**config.mk**
```make
export PLATFORM = sky130hd
export DESIGN_NAME = vinstr_fifo
export DESIGN_NICKNAME = d
export VERILOG_FILES = /design/src/rtl/vinstr_fifo_pkg.sv /design/src/rtl/fifo_s1_ctl.sv /design/src/rtl/vinstr_fifo.sv
export SDC_FILE = /design/constraint.sdc
export NUM_CORES = 1
export LEC_CHECK = 0
export CORE_ASPECT_RATIO = 0.7
export CORE_MARGIN = 3
export CORE_UTILIZATION = 55
export DETAILED_ROUTE_END_ITERATION = 10
export PLACE_DENSITY = 0.71
export SYNTH_ARGS = -nofsm -noshare
export SYNTH_HDL_FRONTEND = slang
export SYNTH_SLANG_ARGS = --single-unit
export TNS_END_PERCENT = 30
```
**constraint.sdc**
```tcl
create_clock -name clk -period 26.7 [get_ports clk]
set_input_delay 6.675 -clock clk [delete_from_list [all_inputs] [get_ports clk]]
set_output_delay 6.675 -clock clk [all_outputs]
set_load 0.1 [all_outputs]
```
**src/rtl/vinstr_fifo_pkg.sv**
```systemverilog
// Shared constants for the vector instruction queue: error-flag and reset behaviour selectors.
package vinstr_fifo_pkg;

  localparam int ERR_STICKY        = 0;
  localparam int ERR_STICKY_NODIAG = 1;
  localparam int ERR_DYNAMIC       = 2;

  localparam int RST_MEM   = 0;
  localparam int RST_NOMEM = 1;

endpackage

```
**src/rtl/fifo_s1_ctl.sv**
```systemverilog
// FIFO controller: read/write pointers, occupancy count, status flag decode and error tracking.
module fifo_s1_ctl
  import vinstr_fifo_pkg::*;
#(
  parameter int depth    = 8,
  parameter int ae_level = 1,
  parameter int af_level = depth - 1,
  parameter int err_mode = ERR_STICKY,
  localparam int AW      = $clog2(depth)
) (
  input  logic          clk,
  input  logic          rst,
  input  logic          push_req_n,
  input  logic          pop_req_n,
  input  logic          diag_n,
  output logic          we,
  output logic [AW-1:0] wr_addr,
  output logic [AW-1:0] rd_addr,
  output logic          empty,
  output logic          almost_empty,
  output logic          half_full,
  output logic          almost_full,
  output logic          full,
  output logic          error
);

  localparam int            CW      = $clog2(depth + 1);
  localparam logic [AW-1:0] LAST    = AW'(depth - 1);
  localparam logic [CW-1:0] DEPTH_C = CW'(depth);
  localparam logic [CW-1:0] AE_C    = CW'(ae_level);
  localparam logic [CW-1:0] HF_C    = CW'((depth + 1) / 2);
  localparam logic [CW-1:0] AF_C    = CW'(depth - af_level);

  logic [AW-1:0] wr_ptr_q, wr_ptr_d;
  logic [AW-1:0] rd_ptr_q, rd_ptr_d;
  logic [CW-1:0] count_q, count_d;
  logic          error_q, error_d;

  logic push, pop, diag_clr, is_empty, is_full;
  logic wr_ok, rd_ok, overflow, underflow;

  always_comb begin
    push      = ~push_req_n;
    pop       = ~pop_req_n;
    diag_clr  = (err_mode == ERR_STICKY) && !diag_n;
    is_empty  = (count_q == '0);
    is_full   = (count_q == DEPTH_C);
    // A simultaneous pop frees the slot, so a push into a full FIFO still succeeds.
    wr_ok     = push && (!is_full || pop) && !diag_clr;
    rd_ok     = pop && !is_empty && !diag_clr;
    overflow  = push && !pop && is_full && !diag_clr;
    underflow = pop && is_empty && !diag_clr;

    wr_ptr_d = wr_ptr_q;
    rd_ptr_d = rd_ptr_q;
    count_d  = count_q;
    error_d  = error_q;

    if (diag_clr) begin
      wr_ptr_d = '0;
      rd_ptr_d = '0;
      count_d  = '0;
      error_d  = 1'b0;
    end else begin
      if (wr_ok) wr_ptr_d = (wr_ptr_q == LAST) ? '0 : wr_ptr_q + AW'(1);
      if (rd_ok) rd_ptr_d = (rd_ptr_q == LAST) ? '0 : rd_ptr_q + AW'(1);
      case ({wr_ok, rd_ok})
        2'b10:   count_d = count_q + CW'(1);
        2'b01:   count_d = count_q - CW'(1);
        default: count_d = count_q;
      endcase
      if (err_mode == ERR_DYNAMIC) error_d = overflow | underflow;
      else                         error_d = error_q | overflow | underflow;
    end
  end

  always_ff @(posedge clk or posedge rst) begin
    if (rst) begin
      wr_ptr_q <= '0;
      rd_ptr_q <= '0;
      count_q  <= '0;
      error_q  <= 1'b0;
    end else begin
      wr_ptr_q <= wr_ptr_d;
      rd_ptr_q <= rd_ptr_d;
      count_q  <= count_d;
      error_q  <= error_d;
    end
  end

  always_comb begin
    we           = wr_ok;
    wr_addr      = wr_ptr_q;
    rd_addr      = rd_ptr_q;
    empty        = (count_q == '0);
    almost_empty = (count_q <= AE_C);
    half_full    = (count_q >= HF_C);
    almost_full  = (count_q >= AF_C);
    full         = (count_q == DEPTH_C);
    error        = error_q;
  end

endmodule

```
**src/rtl/vinstr_fifo.sv**
```systemverilog
// Vector instruction queue: flip-flop FIFO with show-ahead output, status flags and error flag.
module vinstr_fifo
  import vinstr_fifo_pkg::*;
#(
  parameter int width    = 32,
  parameter int depth    = 8,
  parameter int ae_level = 1,
  parameter int af_level = depth - 1,
  parameter int err_mode = ERR_STICKY,
  parameter int rst_mode = RST_MEM
) (
  input  logic             clk,
  input  logic             rst,
  input  logic             push_req_n,
  input  logic             pop_req_n,
  input  logic             diag_n,
  input  logic [width-1:0] data_in,
  output logic             empty,
  output logic             almost_empty,
  output logic             half_full,
  output logic             almost_full,
  output logic             full,
  output logic             error,
  output logic [width-1:0] data_out
);

  localparam int AW = $clog2(depth);

  logic             we;
  logic [AW-1:0]    wr_addr, rd_addr;
  logic [width-1:0] mem_q [depth];
  logic [width-1:0] mem_d [depth];

  fifo_s1_ctl #(
    .depth   (depth),
    .ae_level(ae_level),
    .af_level(af_level),
    .err_mode(err_mode)
  ) u_ctl (
    .clk         (clk),
    .rst         (rst),
    .push_req_n  (push_req_n),
    .pop_req_n   (pop_req_n),
    .diag_n      (diag_n),
    .we          (we),
    .wr_addr     (wr_addr),
    .rd_addr     (rd_addr),
    .empty       (empty),
    .almost_empty(almost_empty),
    .half_full   (half_full),
    .almost_full (almost_full),
    .full        (full),
    .error       (error)
  );

  always_comb begin
    mem_d = mem_q;
    if (we) mem_d[wr_addr] = data_in;
  end

  if (rst_mode == RST_MEM) begin : g_mem_rst
    always_ff @(posedge clk or posedge rst) begin
      if (rst) mem_q <= '{default: '0};
      else     mem_q <= mem_d;
    end
  end else begin : g_mem_keep
    // Storage keeps its contents through reset but must not capture a write while rst is high.
    always_ff @(posedge clk) begin
      if (!rst) mem_q <= mem_d;
    end
  end

  assign data_out = mem_q[rd_addr];

endmodule

```
; ---- Yosys cells after proc, flatten, opt, wreduce, memory -nomap -nowiden
; Index checks and enable logic that the tools add are counted.
[word_totals]
reg_bits = 267
[op_classes]
add_sub_neg = 4
order_cmp = 6
n_eq_ne = 8
muxes = 15
n_bitwise = 6
n_reduce_logical = 14
[ops]
columns = cell, count
row1 = $bwmux 256, 1
row2 = $bmux 32 s3, 1
row3 = $demux 32 s3, 1
row4 = $mux 32, 3
row5 = $mux 3, 6
row6 = $logic_and 1x1->1, 10
row7 = $ge 4x4->1 const B, 2
row8 = $not 3->4, 2
row9 = $pmux 4 s2, 1
row10 = $add 3x1->3 const B, 2
row11 = $eq 3x3->1 const B, 2
row12 = $add 4x1->4 const B, 1
row13 = $eq 4x4->1 const B, 1
row14 = $ge 4x1->1 const B, 1
row15 = $ge 4x3->1 const B, 1
row16 = $le 4x1->1 const B, 1
row17 = $logic_not 4->1, 1
row18 = $lt 4x1->1 const B, 1
row19 = $mux 4, 1
row20 = $ne 2x1->1 const B, 2
row21 = $sub 4x1->4 const B, 1
row22 = $ne 3x1->1 const B, 1
row23 = $eq 2x1->1 const B, 1
row24 = $eq 2x2->1 const B, 1
row25 = other kinds (5), 8

; ---- Logic depth before layout (Yosys ltp)
[logic_depth]
depth_word = 8
depth_mapped = 8
depth_no_buf = 7

; ---- Cells and area by module
; A second synthesis with hierarchy kept.
[hier_totals]
hier_cells = 742
area_unflattened_um2 = 12440.7
[by_module_without_submodules]
columns = module, n_inst, cells_each, area_each_um2
row1 = vinstr_fifo, 1, 666, 11651.2
row2 = fifo_s1_ctl, 1, 76, 789.5

; ---- Least setup slack after synthesis
; Ideal clock, no wire load.
[synth_timing]
path_type = reg2out
startpoint = register u_ctl.count_q[0]
endpoint = output port almost_full
arrival_time_ps = 2687
t_required_ps = 20025
setup_slack_ps = 17338
path_stages_with_launch = 6
path_buffers = 0
path_cell_list = dfrtp_1 > inv_1 > ha_1 > or3b_2 > inv_1 > nand2b_1
[synth_between]
elab_chain_cells = 1
[synth_rtl]
columns = element, line
row1 = start: declaration, fifo_s1_ctl.sv:36  ; logic [CW-1:0] count_q, count_d;
row2 = start signal: assignment, fifo_s1_ctl.sv:86  ; count_q <= count_d;
row3 = $ge 4x1->1, fifo_s1_ctl.sv:98  ; almost_full = (count_q >= AF_C);
row4 = end: declaration, vinstr_fifo.sv:21  ; output logic almost_full,
; Every way passes these cells.

; ---- Final worst setup path
[layout_timing]
startpoint = register u_ctl.rd_ptr_q[0], in the netlist u_ctl.rd_addr[0]
endpoint = output port data_out[29]
[layout_between]
elab_chain_cells = 4
[layout_rtl]
columns = element, line
row1 = start: declaration, fifo_s1_ctl.sv:35  ; logic [AW-1:0] rd_ptr_q, rd_ptr_d;
row2 = start signal: assignment, fifo_s1_ctl.sv:85  ; rd_ptr_q <= rd_ptr_d;
row3 = $not 3->4 (not written as such), vinstr_fifo.sv:73  ; assign data_out = mem_q[rd_addr];
row4 = $bmux 32 s3, vinstr_fifo.sv:73
row5 = $mux 32 (not written as such) (2 in series), vinstr_fifo.sv:73
row6 = end: declaration, vinstr_fifo.sv:24  ; output logic [width-1:0] data_out
; Every way passes these cells. The select of a mux whose other input is x is not followed.

==> results.py <==
metrics = {
    "synthesis": {
        "syn_inst": 752,
        "yosys_warnings": 0,
        "ys_seq_area_share_pct": 54.0,
        "synthFlopType": "dfrtp_1",
        "yosys.cell_types.count": 42,
        "syn_area_um2": 12400,
        "syn_area_per_cell_um2": 16.4,
        "synth-edff-count": 0,
        "synth-seq-cells": 267,
        "synthArstFlopShare_pct": 100,
        "syn-num-nets": 796,
    },
    "routing": {
        "dr.first_iter.drc_count": 309,
        "dr.pass1.iters": 4,
        "vias": 6627,
        "routed_wl_um": 25200,
        "viasPerCell": 5.95,
        "routedWlPerCell_um": 22.6,
        "ant_nets": 0,
        "drcViolationCount": 0,
    },
    "clocking": {
        "root_buffer": "clkbuf_16",
        "cts_hold_buffers": 0,
        "cts_setup_buffers": 0,
        "clkTransAtPathRegs_ns": 0.06,
        "ctsResizeCount": 0,
        "insertion_delay_ns": 0.53,
        "cts_sinks": 267,
        "cts_buffers": 26,
        "htreeDepth": 1,
        "cts_tree": "yes",
        "max-clock-path-buffers": 3,
    },
    "global_routing": {
        "grt_antenna_before_repair": 0,
        "grt_pass1_vias": 7287,
        "grt_pass1_wl_um": 41300,
        "grt.overflow.total": 0,
        "grt_max_degree": 117,
        "grt_usage_pct": 21.6,
    },
    "sta": {
        "max_freq_mhz": 94.1,
        "setup-tns-final_ns": 0,
        "fin_crit_sh_pct": 39.8,
        "fin_skew_ns": 0.0217,
        "rsz0062_at_grt": "false",
        "setup-violations-final": 0,
        "final_hold_viol_count": 0,
        "worstMarginPinSlew_ns": 1.14,
        "final_max_slew_viol_count": 0,
        "period_needed_ns": 10.62,
        "relSlewSlack_pct": 24.0,
    },
    "critical_path": {
        "r2r_cells": 6,
        "crit_fanout": 45,
        "worstSetupEndpointType": "output pin",
        "required_ns": 20.02,
        "ff2ff_setup_slack_ns": 23.79,
        "criticalPathCategory": "register to output pin",
        "cp.arrival_ns": 3.95,
        "startpoint_type": "register",
    },
    "floorplan": {
        "io_pins": 75,
        "std_cell_rows": 45,
        "core_um2": 21900,
        "die_area_um2": 24300,
        "start_util_pct": 56.5,
        "die_h_um": 131,
        "die_w_um": 185,
    },
    "final_layout": {
        "layout_commonest_cell": "dfrtp_1",
        "drive_above_1_share_pct": 46.4,
        "fin_nets": 858,
        "synthToLayoutAreaGrowth_pct": 14.1,
        "antenna_cells": 0,
        "layout_common_cells": "dfrtp_1, mux2_2, clkdlybuf4s50_1",
        "finalInstanceArea_um2": 14100,
    },
    "pwr": {
        "vdd_drop_max_v": 0.0000615,
        "p_per_area_nw_per_um2": 87.6,
        "leakage_nw": 6.44,
    },
    "placement": {
        "dpl.hpwl_um": 14500,
        "place_congestion": 0.798,
        "place_area_um2": 13200,
        "place.port_buffers": 74,
    },
    "min_path": {
        "hold_depth": 1,
        "hp-class": "register to register",
    },
    "job": {
        "drv_cap": 0,
    },
    "outcome": {
        "outcome": "complete, no violations",
    },
}
## area by class of cell
type | instances | area (um2)
inverter | 9 | 41.3
clock inverter | 9 | 156
clock buffer | 37 | 762
fill | 1542 | 7790
sequential | 267 | 6690
tap | 282 | 353
multi-input combinational | 428 | 5310
timing repair buffer | 82 | 801
## per-layer routing
metal | wire, um | vias to the layer above | share of wire (%) | global-route usage, %
met5 | 0 | - | 0 | 0
met4 | 399 | 0 | 1.6 | 3.71
met3 | 1040 | 30 | 4.1 | 3.96
met2 | 12000 | 117 | 48 | 35.0
met1 | 11800 | 3559 | 47 | 31.3
li1 | - | 2921 | - | -
## report_power, final
group	switching, W	internal (W)	total [W]
registers	0.0000369	0.000468	0.000505
logic	0.000210	0.000134	0.000344
clock network	0.000151	0.000237	0.000388
total	0.000399	0.000838	0.00124
## Yosys cell counts, types with 2 or more instances
cell | n | area (um2)
mux2_1 | 32 | 360
nand2b_1 | 4 | 25.0
nor2_1 | 12 | 45.0
nor3_1 | 2 | 10.0
buf_2 | 10 | 50.1
mux2i_1 | 5 | 50.1
nand3b_4 | 2 | 40.0
a21oi_1 | 7 | 35.0
nand3_1 | 2 | 10.0
nand3b_1 | 2 | 15.0
ha_1 | 7 | 87.6
buf_6 | 18 | 203
o211ai_1 | 2 | 15.0
mux2_2 | 248 | 2790
nor3b_4 | 2 | 37.5
o21ai_0 | 4 | 20.0
nand2_1 | 8 | 30.0
buf_4 | 7 | 52.6
inv_1 | 8 | 30.0
clkbuf_1 | 12 | 45.0
mux4_2 | 64 | 1440
dfrtp_1 | 267 | 6680
mux2_4 | 8 | 120
## worst paths after layout
kind,endpoint,start
min,mem_q[149],mem_q[149]
min reg2reg,mem_q[149],mem_q[149]
max,data_out[29],u_ctl.rd_addr[0]
min in group asynchronous,u_ctl.count_q[3],rst
max reg2reg,mem_q[191],u_ctl.count_q[0]
max in group asynchronous,mem_q[108],rst
## flip-flops by register name, summed over array words and instances, names as in the netlist
name           flops
u_ctl.wr_addr      3
u_ctl.rd_addr      3
u_ctl.count_q      4
u_ctl.error        1
mem_q            256
## per-stage QoR
step	total power [W]	worst slack [ns]	utilization [%]	cells	hold WS, ns
after global routing	0.00129	15.80	64.4	1114	0.500
after CTS	0.00125	15.97	64.4	1114	0.491
after floorplan	0.000777	12.67	-	752	0.453
after detailed placement	0.000858	16.54	60.2	1068	0.476
final	0.00124	16.08	64.4	1114	0.487
after global placement	0.000845	16.52	60.2	1068	0.465
## worst max-delay path, cell delays in order (launching register included)
cell and delay (ns):
dfrtp_4 0.74, buf_4 0.78, mux4_2 0.59, mux2_2 0.27, clkdlybuf4s50_1 1.02
## cells by family (layout without fill, tap and decap cells)
| kind of cell | after synthesis | in the layout | share of synthesized area (%) |
|---|---|---|---|
| muxes | 357 | 357 | 38.5 |
| DFF | 267 | 267 | 54.0 |
| buffers and inverters | 57 | 137 | 3.14 |
| and+or+nand+nor | 48 | 48 | 2.81 |
| AOI/OAI and AO/OA | 16 | 16 | 0.789 |
| adders and majority gates | 7 | 7 | 0.708 |
No activity file was read; power rests on OpenSTA's default activity.
